### src/rtl/clk_switch_ctrl.sv
// clk_switch_ctrl: sequences the select input of a glitchless clock mux.
// Monitors activity on both source clocks through synchronised divide-by-2
// toggles, accepts switch requests, holds SEL stable for SETTLE_CYCLES
// before reporting completion, and rejects switches to a dead source.
// Optional feature macro: CLK_SWITCH_AUTO_FAILOVER_EN (automatic switch away
// from a lost source while idle).
module clk_switch_ctrl #(
   parameter int SETTLE_CYCLES = 16,
   parameter int LOSS_TIMEOUT  = 64
) (
   input  logic clk,
   input  logic reset,
   input  logic clk0_tog,
   input  logic clk1_tog,
   input  logic req_valid,
   input  logic req_sel,
   output logic req_ready,
   output logic sel,
   output logic clk0_ok,
   output logic clk1_ok,
   output logic busy,
   output logic done,
   output logic err,
   output logic failover
);

   localparam int LW = $clog2(LOSS_TIMEOUT + 1);
   localparam logic [LW-1:0] LOSS_MAX  = LW'(LOSS_TIMEOUT);
   localparam logic [7:0]    SETTLE_LD = 8'(SETTLE_CYCLES - 1);

   typedef enum logic [1:0] {S_IDLE, S_CHECK, S_SETTLE, S_DONE} state_t;

   state_t          state, state_nxt;
   logic [2:0]      sync0, sync1;
   logic            ev0, ev1;
   logic [LW-1:0]   loss0, loss1;
   logic            ready_en;
   logic            target;
   logic            tgt_ok;
   logic [7:0]      settle_cnt;
   logic            err_q;
   logic            fo_take;
   logic            accept;
   logic            load_sel;

   // Two synchroniser flops plus one history flop per toggle input.
   always_ff @(posedge clk or posedge reset) begin
      if (reset) begin
         sync0 <= '0;
         sync1 <= '0;
      end else begin
         sync0 <= {sync0[1:0], clk0_tog};
         sync1 <= {sync1[1:0], clk1_tog};
      end
   end

   assign ev0 = sync0[2] ^ sync0[1];
   assign ev1 = sync1[2] ^ sync1[1];

   // Loss counters: cleared by activity, otherwise count up and saturate.
   always_ff @(posedge clk or posedge reset) begin
      if (reset) begin
         loss0 <= LOSS_MAX;
         loss1 <= LOSS_MAX;
      end else begin
         if (ev0)                   loss0 <= '0;
         else if (loss0 != LOSS_MAX) loss0 <= loss0 + 1'b1;
         if (ev1)                   loss1 <= '0;
         else if (loss1 != LOSS_MAX) loss1 <= loss1 + 1'b1;
      end
   end

   // Registered activity status.
   always_ff @(posedge clk or posedge reset) begin
      if (reset) begin
         clk0_ok <= 1'b0;
         clk1_ok <= 1'b0;
      end else begin
         clk0_ok <= (loss0 < LOSS_MAX);
         clk1_ok <= (loss1 < LOSS_MAX);
      end
   end

`ifdef CLK_SWITCH_AUTO_FAILOVER_EN
   logic fo_flag;
   logic failover_q;

   // Internal request when the selected source died and the other is alive.
   assign fo_take = ready_en && (state == S_IDLE) &&
                    (sel ? (!clk1_ok && clk0_ok) : (!clk0_ok && clk1_ok));

   // Remember that the sequence in flight is a failover; pulse on SEL load.
   always_ff @(posedge clk or posedge reset) begin
      if (reset) begin
         fo_flag    <= 1'b0;
         failover_q <= 1'b0;
      end else begin
         if (state == S_IDLE) fo_flag <= fo_take;
         failover_q <= load_sel && fo_flag;
      end
   end

   assign failover = failover_q;
`else
   assign fo_take  = 1'b0;
   assign failover = 1'b0;
`endif

   assign req_ready = ready_en && (state == S_IDLE) && !fo_take;
   assign accept    = req_valid && req_ready;
   assign tgt_ok    = target ? clk1_ok : clk0_ok;

   // State register.
   always_ff @(posedge clk or posedge reset) begin
      if (reset) state <= S_IDLE;
      else       state <= state_nxt;
   end

   // Next-state logic and SEL load strobe.
   always_comb begin
      state_nxt = state;
      load_sel  = 1'b0;
      case (state)
         S_IDLE:   if (fo_take || accept) state_nxt = S_CHECK;
         S_CHECK: begin
            if (target == sel)  state_nxt = S_DONE;
            else if (!tgt_ok)   state_nxt = S_DONE;
            else begin
               state_nxt = S_SETTLE;
               load_sel  = 1'b1;
            end
         end
         S_SETTLE: if (settle_cnt == 8'd0) state_nxt = S_DONE;
         S_DONE:   state_nxt = S_IDLE;
         default:  state_nxt = S_IDLE;
      endcase
   end

   // Request capture, SEL register, settle countdown and reject flag.
   always_ff @(posedge clk or posedge reset) begin
      if (reset) begin
         ready_en   <= 1'b0;
         target     <= 1'b0;
         sel        <= 1'b0;
         settle_cnt <= 8'd0;
         err_q      <= 1'b0;
      end else begin
         ready_en <= 1'b1;
         if (state == S_IDLE) begin
            if (fo_take)     target <= ~sel;
            else if (accept) target <= req_sel;
         end
         if (state == S_CHECK) err_q <= (target != sel) && !tgt_ok;
         if (load_sel) begin
            sel        <= target;
            settle_cnt <= SETTLE_LD;
         end else if (state == S_SETTLE && settle_cnt != 8'd0) begin
            settle_cnt <= settle_cnt - 8'd1;
         end
      end
   end

   assign busy = (state != S_IDLE);
   assign done = (state == S_DONE);
   assign err  = done && err_q;

endmodule

### config.mk
export PLATFORM = sky130hd
export DESIGN_NAME = clk_switch_ctrl
export DESIGN_NICKNAME = d
export VERILOG_FILES = /design/src/rtl/clk_switch_ctrl.sv
export SDC_FILE = /design/constraint.sdc
export NUM_CORES = 1
export LEC_CHECK = 0
export CORE_ASPECT_RATIO = 0.9
export CORE_MARGIN = 2
export CORE_UTILIZATION = 40
export CTS_CLUSTER_DIAMETER = 50
export DETAILED_ROUTE_END_ITERATION = 10
export SYNTH_ARGS = -nofsm -noshare
export SYNTH_HDL_FRONTEND = slang
export SYNTH_SLANG_ARGS = --single-unit
### constraint.sdc
create_clock -name clk -period 4.8 [get_ports clk]
set_input_delay 0.96 -clock clk [delete_from_list [all_inputs] [get_ports clk]]
set_output_delay 0.96 -clock clk [all_outputs]
set_load 0.005 [all_outputs]
==> results_dict.tcl, run 1 <==
set metrics [dict create \
    grt.busiest_layer "met2" \
    clkTransAtPathRegs_ns 0.07 \
    synth_top_family_by_area "simple AND/OR/NAND/NOR gates" \
    layout.nets 221 \
    cts_num_sinks 36 \
    grt_usage_pct 14.2 \
    num_io_pins 14 \
    synth_seq_cells 36 \
    grtUsageMet1_pct 16.5 \
    cts_buffer_depth 2 \
    status "finished, final reports clean" \
    rsz0062_at_grt "false" \
    dieArea_um2 5330 \
    drt.antenna.violating_nets 0 \
    grt_pass1_vias 1418 \
    worstPathMaxFanout 6 \
    synthArstFlopShare_pct 100 \
    startpoint_type "register" \
    crit_type "reg2out" \
    wl_um 3500 \
    setup_violations 0 \
    drive_gt1_share_pct 9.71 \
    finalSetupTns_ns 0 \
    synth-compound-area-share_pct 13.9 \
    dr.pass1.iters 4 \
    fin_crit_ns 2.72 \
    muxShareOfSynthArea_pct 3.29 \
    final_cell_mix "dfrtp_1, a21oi_1, inv_1" \
    grt_max_degree 37 \
    yosysWarnings 0 \
    hp-start "sync0[0]" \
    io_buffers 12 \
    syn_inst 189 \
    critPathRequiredTime_ns 3.84 \
    core_um2 4520 \
    drc_errors 0 \
    wl_per_cell_um 13.1 \
    hold_buffers 0 \
    antenna_found_initial 0 \
    synth_xor_area_share_pct 2.76 \
    synth_ff_type "dfrtp_1" \
    crit_start "state[0]" \
    post_cts_buffers 0 \
    rr_startpoint "state[0]" \
    globalRouteMet3Util_pct 3.65 \
    overflow 0 \
    total_power_mw 1.04 \
    tritoncts "built" \
    p_leak_nw 0.918 \
    syn_nets 205 \
    seqCellArea_um2 903 \
    peakVddDrop_v 0.000196 \
    skew_ns 0.00606 \
    diodes 0 \
    hold_viol 0 \
    min_period_over_period_pct 56.7 \
    fillers 426 \
    cp-end-kind "primary output" \
    syn_avg_cell_area_um2 10.1 \
    cts-htree-levels 2 \
    root_buffer "clkbuf_8" \
    insertion_delay_ns 0.28 \
    area_growth_syn_to_layout_pct 15.5 \
    netlist_area_um2 1900 \
    synth-simple-area-share_pct 21.6 \
    worstHoldPathType "reg2reg" \
    multi_input_area_um2 925 \
    drv_cap 0 \
    yosysUniqueCellTypes 44 \
    drt_iter0_markers 49 \
    rows 23 \
    gp_congestion 0.850 \
    cts_buffers 5 \
    synthAdderAreaFrac_pct 6.57 \
    die_width_um 76.7 \
    grt_pass1_wl_um 6170 \
    critical_path_arrival_ns 1.76 \
    dp_hpwl_um 2590 \
    vias 1454 \
    fmax_mhz 368 \
    ys_seq_area_share_pct 47.5 \
    die_h_um 69.4 \
    route.detailed.vias_per_inst 5.43 \
    synth_edf_count 0 \
    initial_core_util_pct 42.1 \
    slew_viol_final 0 \
    worst_pin_slew_ns 0.706 \
    p_per_area_nw_per_um2 472 \
    ctsResizeCount 0 \
    holdWs_ns 0.352 \
    slew_headroom_pct 52.5 \
    layout_commonest_cell "dfrtp_1" \
    grt_use_met2_pct 25.5 \
]
[routing by layer]
layer | vias up | share of wire (%) | wire [µm]
met5 | - | 0 | 0
met4 | 0 | 1.1 | 38
met3 | 5 | 3.7 | 130
met2 | 26 | 52 | 1810
met1 | 708 | 43 | 1520
li1 | 715 | - | -
[final cells by class]
cell class / instances / area share (%)
timing repair buffer: 13 / 5.81
tap: 62 / 3.53
inverter: 15 / 2.56
multi-input combinational: 134 / 42.1
clock buffer: 6 / 3.30
sequential: 36 / 41.1
clock inverter: 2 / 1.59
[flip-flops by register name, summed over array words and instances, names as in the netlist]
name,count
state,2
target,1
ready_en,1
loss1,7
loss0,7
clk0_ok,1
err_q,1
sync0,3
sync1,3
sel,1
settle_cnt,8
clk1_ok,1
[worst max-delay path: stages (launching register included)]
cell             delay (ns)
dfrtp_1                0.40
inv_1                  0.15
ha_1                   0.28
and2_1                 0.16
clkdlybuf4s50_1        0.49
[power by group]
part / leakage [nW] / internal (mW) / switching (mW) / total (mW)
sequential: 0.439 / 0.363 / 0.0760 / 0.439
clock: 0.0552 / 0.154 / 0.101 / 0.255
combinational: 0.424 / 0.172 / 0.171 / 0.342
[Yosys cell counts (2+ instances only)]
library cell,number,share of area (%)
mux2i_1,4,2.1
inv_1,15,3.0
nand3_1,12,3.2
clkbuf_1,3,0.59
or2_2,2,0.66
dfrtp_1,34,45
o21ai_0,9,2.4
and4b_1,2,1.1
and2_1,2,0.66
or4_1,3,1.2
dfstp_2,2,2.8
nor2b_1,2,0.66
ha_1,10,6.6
nor2_1,8,1.6
a21oi_1,15,3.9
nand4_1,2,0.66
a211oi_1,4,1.6
mux2_2,2,1.2
o211a_1,2,1.1
or3_1,6,2.0
xor2_1,6,2.8
nand3b_1,2,0.79
conb_1,2,0.39
a31o_2,2,0.92
nand4b_1,2,0.92
nor3b_1,4,1.6
nor3_1,4,1.1
a21boi_0,2,0.79
o211ai_1,2,0.79
nand2_1,10,2.0
[cell families (layout without fill, tap and decap cells)]
| kind of cell | Yosys count | after routing |
|---|---|---|
| xor gates and xnor gates | 6 | 6 |
| buffers and inverters | 19 | 36 |
| muxes | 6 | 6 |
| AOI/OAI and AO/OA | 41 | 41 |
| DFF | 36 | 36 |
| and+or+nand+nor | 69 | 69 |
| adders and majority gates | 10 | 10 |
| other | 2 | 2 |
[per-stage QoR]
| stage | cells | instance area (µm²) | setup slack, ns | utilization (%) |
|---|---|---|---|---|
| 6_report | 268 | 2200 | 2.08 | 48.6 |
| 5_1_grt | 268 | 2200 | 1.97 | 48.6 |
| 2_1_floorplan | 189 | 1900 | 2.96 | - |
| 4_1_cts | 268 | 2200 | 2.07 | 48.6 |
| 3_5_place_dp | 260 | 2090 | 2.39 | 46.2 |
| 3_3_place_gp | 260 | 2090 | 2.47 | 46.2 |
[path summary, 6_finish.rpt]
check	cells after the start	slack, ns	endpoint
setup / recovery	4	2.08	req_ready
hold / removal	0	0.35	sync0[1]
setup reg to reg	5	2.73	settle_cnt[7]
hold reg to reg	0	0.35	sync0[1]
max in group asynchronous	3	3.36	loss0[6]
min in group asynchronous	3	1.09	sync1[2]
No activity file was read; power rests on OpenSTA's default activity.
==> run 2, diff against run 1 <==
==> constraint.sdc (replaced) <==
create_clock -name clk -period 2.4 [get_ports clk]
set_input_delay 0.48 -clock clk [delete_from_list [all_inputs] [get_ports clk]]
set_output_delay 0.48 -clock clk [all_outputs]
set_load 0.005 [all_outputs]
==> results_dict.tcl, run 2 (synthesis results as in run 1) <==
set metrics [dict create \
    grt_max_degree 37 \
    dieArea_um2 5330 \
    pwr-share-seq_pct 44.7 \
    top_layer "met4" \
    overflow 0 \
    wl_met2_um 1730 \
    area_growth_syn_to_layout_pct 14.3 \
    peakVddDrop_v 0.000393 \
    grt_usage_pct 14.2 \
    crit_type "reg2out" \
    clkTransAtPathRegs_ns 0.07 \
    core_um2 4520 \
    max_stage_delay_ns 0.49 \
    wl_um 3460 \
    worstPathMaxFanout 6 \
    post_cts_buffers 0 \
    p_clk_share_pct 20.4 \
    antenna_found_initial 0 \
    skew_ns 0.00531 \
    layout_commonest_cell "dfrtp_1" \
    die_width_um 76.7 \
    diodes 0 \
    vias 1448 \
    gp_congestion 0.848 \
    critical_path_arrival_ns 1.77 \
    finalSetupTns_ns 0 \
    io_buffers 12 \
    power.internal_mw 1.27 \
    largestRegisters "settle_cnt: 8 flops, loss0: 7 flops, loss1: 7 flops" \
    cts_num_sinks 36 \
    drive_gt1_share_pct 9.71 \
    power.switching_mw 0.694 \
    slew_headroom_pct 48.4 \
    cts_buffers 5 \
    fin_crit_ns 2.25 \
    tritoncts "built" \
    worstHoldPathType "reg2reg" \
    route.detailed.vias_per_inst 5.40 \
    drc_errors 0 \
    crit_path_top_delay_cell "clkdlybuf4s50_1" \
    initial_core_util_pct 42.1 \
    critPathRequiredTime_ns 1.92 \
    wl_met3_um 138 \
    rows 23 \
    drt_iter0_markers 50 \
    insertion_delay_ns 0.29 \
    grt_pass1_wl_um 6100 \
    status "finished, final reports clean" \
    final_cell_mix "dfrtp_1, a21oi_1, inv_1" \
    critPathTopFamily "buffers and inverters" \
    path_buf_inv 2 \
    hold_viol 0 \
    fillers 427 \
    netSwitchingFraction_pct 35.3 \
    wl_per_cell_um 12.9 \
    p_per_area_nw_per_um2 904 \
    die_h_um 69.4 \
    startpoint_type "register" \
    hold_buffers 0 \
    num_io_pins 14 \
    wl_met1_um 1520 \
    root_buffer "clkbuf_8" \
    regMostFlops "settle_cnt" \
    drv_cap 0 \
    dp_hpwl_um 2520 \
    layout.nets 222 \
    drt.antenna.violating_nets 0 \
    fin_cells 268 \
    dr.pass1.iters 4 \
    dp_cells 261 \
    cp-end-kind "primary output" \
    worst_pin_slew_ns 0.767 \
    p_leak_nw 0.909 \
    largest_reg_flops 8 \
    fmax_mhz 445 \
    rsz0062_at_grt "false" \
    ctsResizeCount 0 \
    fin_util_pct 48.1 \
    min_period_over_period_pct 93.6 \
    cts_buffer_depth 2 \
    comb_power_share_pct 35.0 \
    cts-htree-levels 2 \
    setup_violations 0 \
    slew_viol_final 0 \
    grt_pass1_vias 1430 \
    crit_chain "inv_1, ha_1, and2_1, clkdlybuf4s50_1" \
]
run 2: cell count changes in the layout (fill, tap and decap cells not counted), sizes merged:
cell / change
bufinv: -1
buf: +1
run 2: final timing paths:
check	start	to	slack, ns	cells past startpoint
max in group asynchronous	reset	loss1[6]	1.46	3
min	sync0[0]	sync0[1]	0.36	0
max	state[0]	req_ready	0.15	4
min reg2reg	sync0[0]	sync0[1]	0.36	0
min in group asynchronous	reset	settle_cnt[1]	0.60	3
max reg2reg	state[0]	settle_cnt[7]	0.35	5
run 2: worst register-to-register path, stage by stage, from the launching register on:
cell      delay (ns)
dfrtp_1         0.40
inv_1           0.15
ha_1            0.29
or4b_2          0.62
a211oi_1        0.27
mux2i_1         0.24
run 2: power by group through the flow:
stage	Clock, mW	Combinational [mW]	Sequential (mW)
after global routing	0.447	0.773	0.902
after global placement	0	0.669	0.875
final	0.400	0.687	0.878
after detailed placement	0	0.690	0.886
after floorplan	0	0.533	0.826
after CTS	0.418	0.691	0.874
run 2: stage by stage:
step	hold WS [ns]	setup slack, ns	instance area [µm²]	power [mW]
after detailed placement	0.344	0.368	2100	1.58
after floorplan	0.331	0.562	1900	1.36
after CTS	0.360	0.139	2170	1.98
final	0.358	0.154	2170	1.97
after global placement	0.339	0.492	2100	1.54
after global routing	0.363	0.0504	2170	2.12
run 2: layout make-up:
cell class              instances  area (µm²)  share of cell area, %
multi-input cells             134         925                   42.5
flip-flops and latches         36         903                   41.5
repair buffers                 14         135                   6.21
well taps                      62        77.6                   3.57
clock buffers                   6        72.6                   3.34
inverters                      15        56.3                   2.59
clock inverters                 1        5.00                  0.230
run 2: per-layer routing:
layer | global-route usage [%] | vias up
met5 | 0 | -
met4 | 7.88 | 0
met3 | 3.78 | 7
met2 | 24.0 | 27
met1 | 16.3 | 705
li1 | - | 709
==> variant: new RTL, config.mk and constraints of run 2 <==
`LOSS_TIMEOUT`: 64 -> 128.
--- a/src/rtl/clk_switch_ctrl.sv
+++ b/src/rtl/clk_switch_ctrl.sv
@@ -6,7 +6,7 @@
 // from a lost source while idle).
 module clk_switch_ctrl #(
    parameter int SETTLE_CYCLES = 16,
-   parameter int LOSS_TIMEOUT  = 64
+   parameter int LOSS_TIMEOUT  = 128
 ) (
    input  logic clk,
    input  logic reset,
Behaviour: no difference found for any inputs over 10 cycles, from zero or initial values and one cycle with reset high; that may be too few to reach the edited logic, so the function may still have changed.
==> variant against run 2 <==
  * Sequential cell count increased by 2
  * Setup slack improved by 60 ps
  * Wire length decreased by 2.5%
  * Largest cell class is now flip-flops and latches
  * Sequential power increased by 4.4%
  * Power increased by 6.0%
  * Largest power group unchanged
  * Cell count decreased by 0.75%
  * Die area unchanged
  * Synthesized area unchanged
  * Design area increased by 2.2%
==> variant: results (changes against run 2) <==
INFO  metric synth_common_cells = dfrtp_1 (36), nor2_1 (18), inv_1 (15)
INFO  metric met2RoutedLength = 1647 µm (-5.0%)
INFO  metric pin_count_of_the_biggest_net_entering_global_routing = 39 (+5.4%)
INFO  metric post_synth_num_cell_types = 38 (-14%)
INFO  metric grt_util_met3 = 3.125% (-0.65 points)
INFO  metric outcome = finished, final reports clean
INFO  metric detailedRoute.firstIterationViolations = 70 (+40%)
INFO  metric routed_wirelength = 3372 µm (-2.5%)
INFO  metric final-clk-cell-share = 5.124% (+1.6 points)
INFO  metric synth_area_per_cell = 10.40 µm² (+3.3%)
INFO  metric global_route.usage.met2 = 23.20% (-0.78 points)
INFO  metric areaGrowthSynthToFinish = 16.77%
INFO  metric final_nets = 219 (-1.4%)
INFO  metric dpl.cell_count = 258 (-1.1%)
INFO  metric finalHoldWorstSlack = 357.4 ps (-0.3590 ps)
INFO  metric critical_path_peak_fanout = 5 (-1)
INFO  metric count_of_multi_input_gates = 129 (-3.7%)
INFO  metric seqAreaFraction = 42.91% (+1.4 points)
INFO  metric place_hpwl = 2472 µm (-1.9%)
INFO  metric cp_data_arrival_time = 1710 ps (-60 ps)
INFO  metric wirelength_met1 = 1547 µm (+1.6%)
INFO  metric finClkSkew = 3.765 ps (-1.542 ps)
INFO  metric first_global_vias = 1342 (-6.2%)
INFO  metric worst_slew_margin_rel = 60.97% (+13 points)
INFO  metric overall_global_routing_usage = 14.08% (-0.12 points)
INFO  metric max_clock_freq = 0.4575 GHz (+2.7%)
INFO  metric gp_congestion = 0.7715 (-9.0%)
INFO  metric pre_cts_slack = 537.7 ps (+169.4 ps)
INFO  metric post_route_cells_drive_above_1_share = 10.78% (+1.1 points)
INFO  metric global_route_wire_length_before_repair = 5934 µm (-2.7%)
INFO  metric seq_cells = 38 (+5.6%)
INFO  metric syn-num-nets = 199 (-2.9%)
INFO  metric total_leakage_power = 0.9795 nW (+7.8%)
INFO  metric worst_case_vdd_ir_drop = 0.5345 mV (+36%)
INFO  metric dpl-instance-area = 2108 µm² (+0.54%)
==> variant: worst paths after layout <==
path / from / endpoint / cells after the start
setup reg to reg: settle_cnt[1] / state[1] / 6
hold reg to reg: sync1[0] / sync1[1] / 0
setup / recovery: state[1] / req_ready / 4
min in group asynchronous: reset / sync1[0] / 3
max in group asynchronous: reset / loss0[7] / 3
hold / removal: sync1[0] / sync1[1] / 0
==> variant: report_power, final <==
group / internal [mW] / switching [mW] / total [mW]
logic: 0.314 / 0.302 / 0.616
clock network: 0.309 / 0.242 / 0.551
registers: 0.759 / 0.158 / 0.917
==> variant: kinds of logic after synthesis <==
kind of cell | after synthesis | synth area share (%)
AND/OR/NAND/NOR | 73 | 22.22
other | 2 | 0.3946
XOR/XNOR | 18 | 8.284
flip-flops | 38 | 50.10
AO/OA/AOI/OAI | 21 | 6.311
adder cells (fa/ha/maj) | 10 | 6.575
buffers and inverters | 16 | 3.353
multiplexers | 5 | 2.761
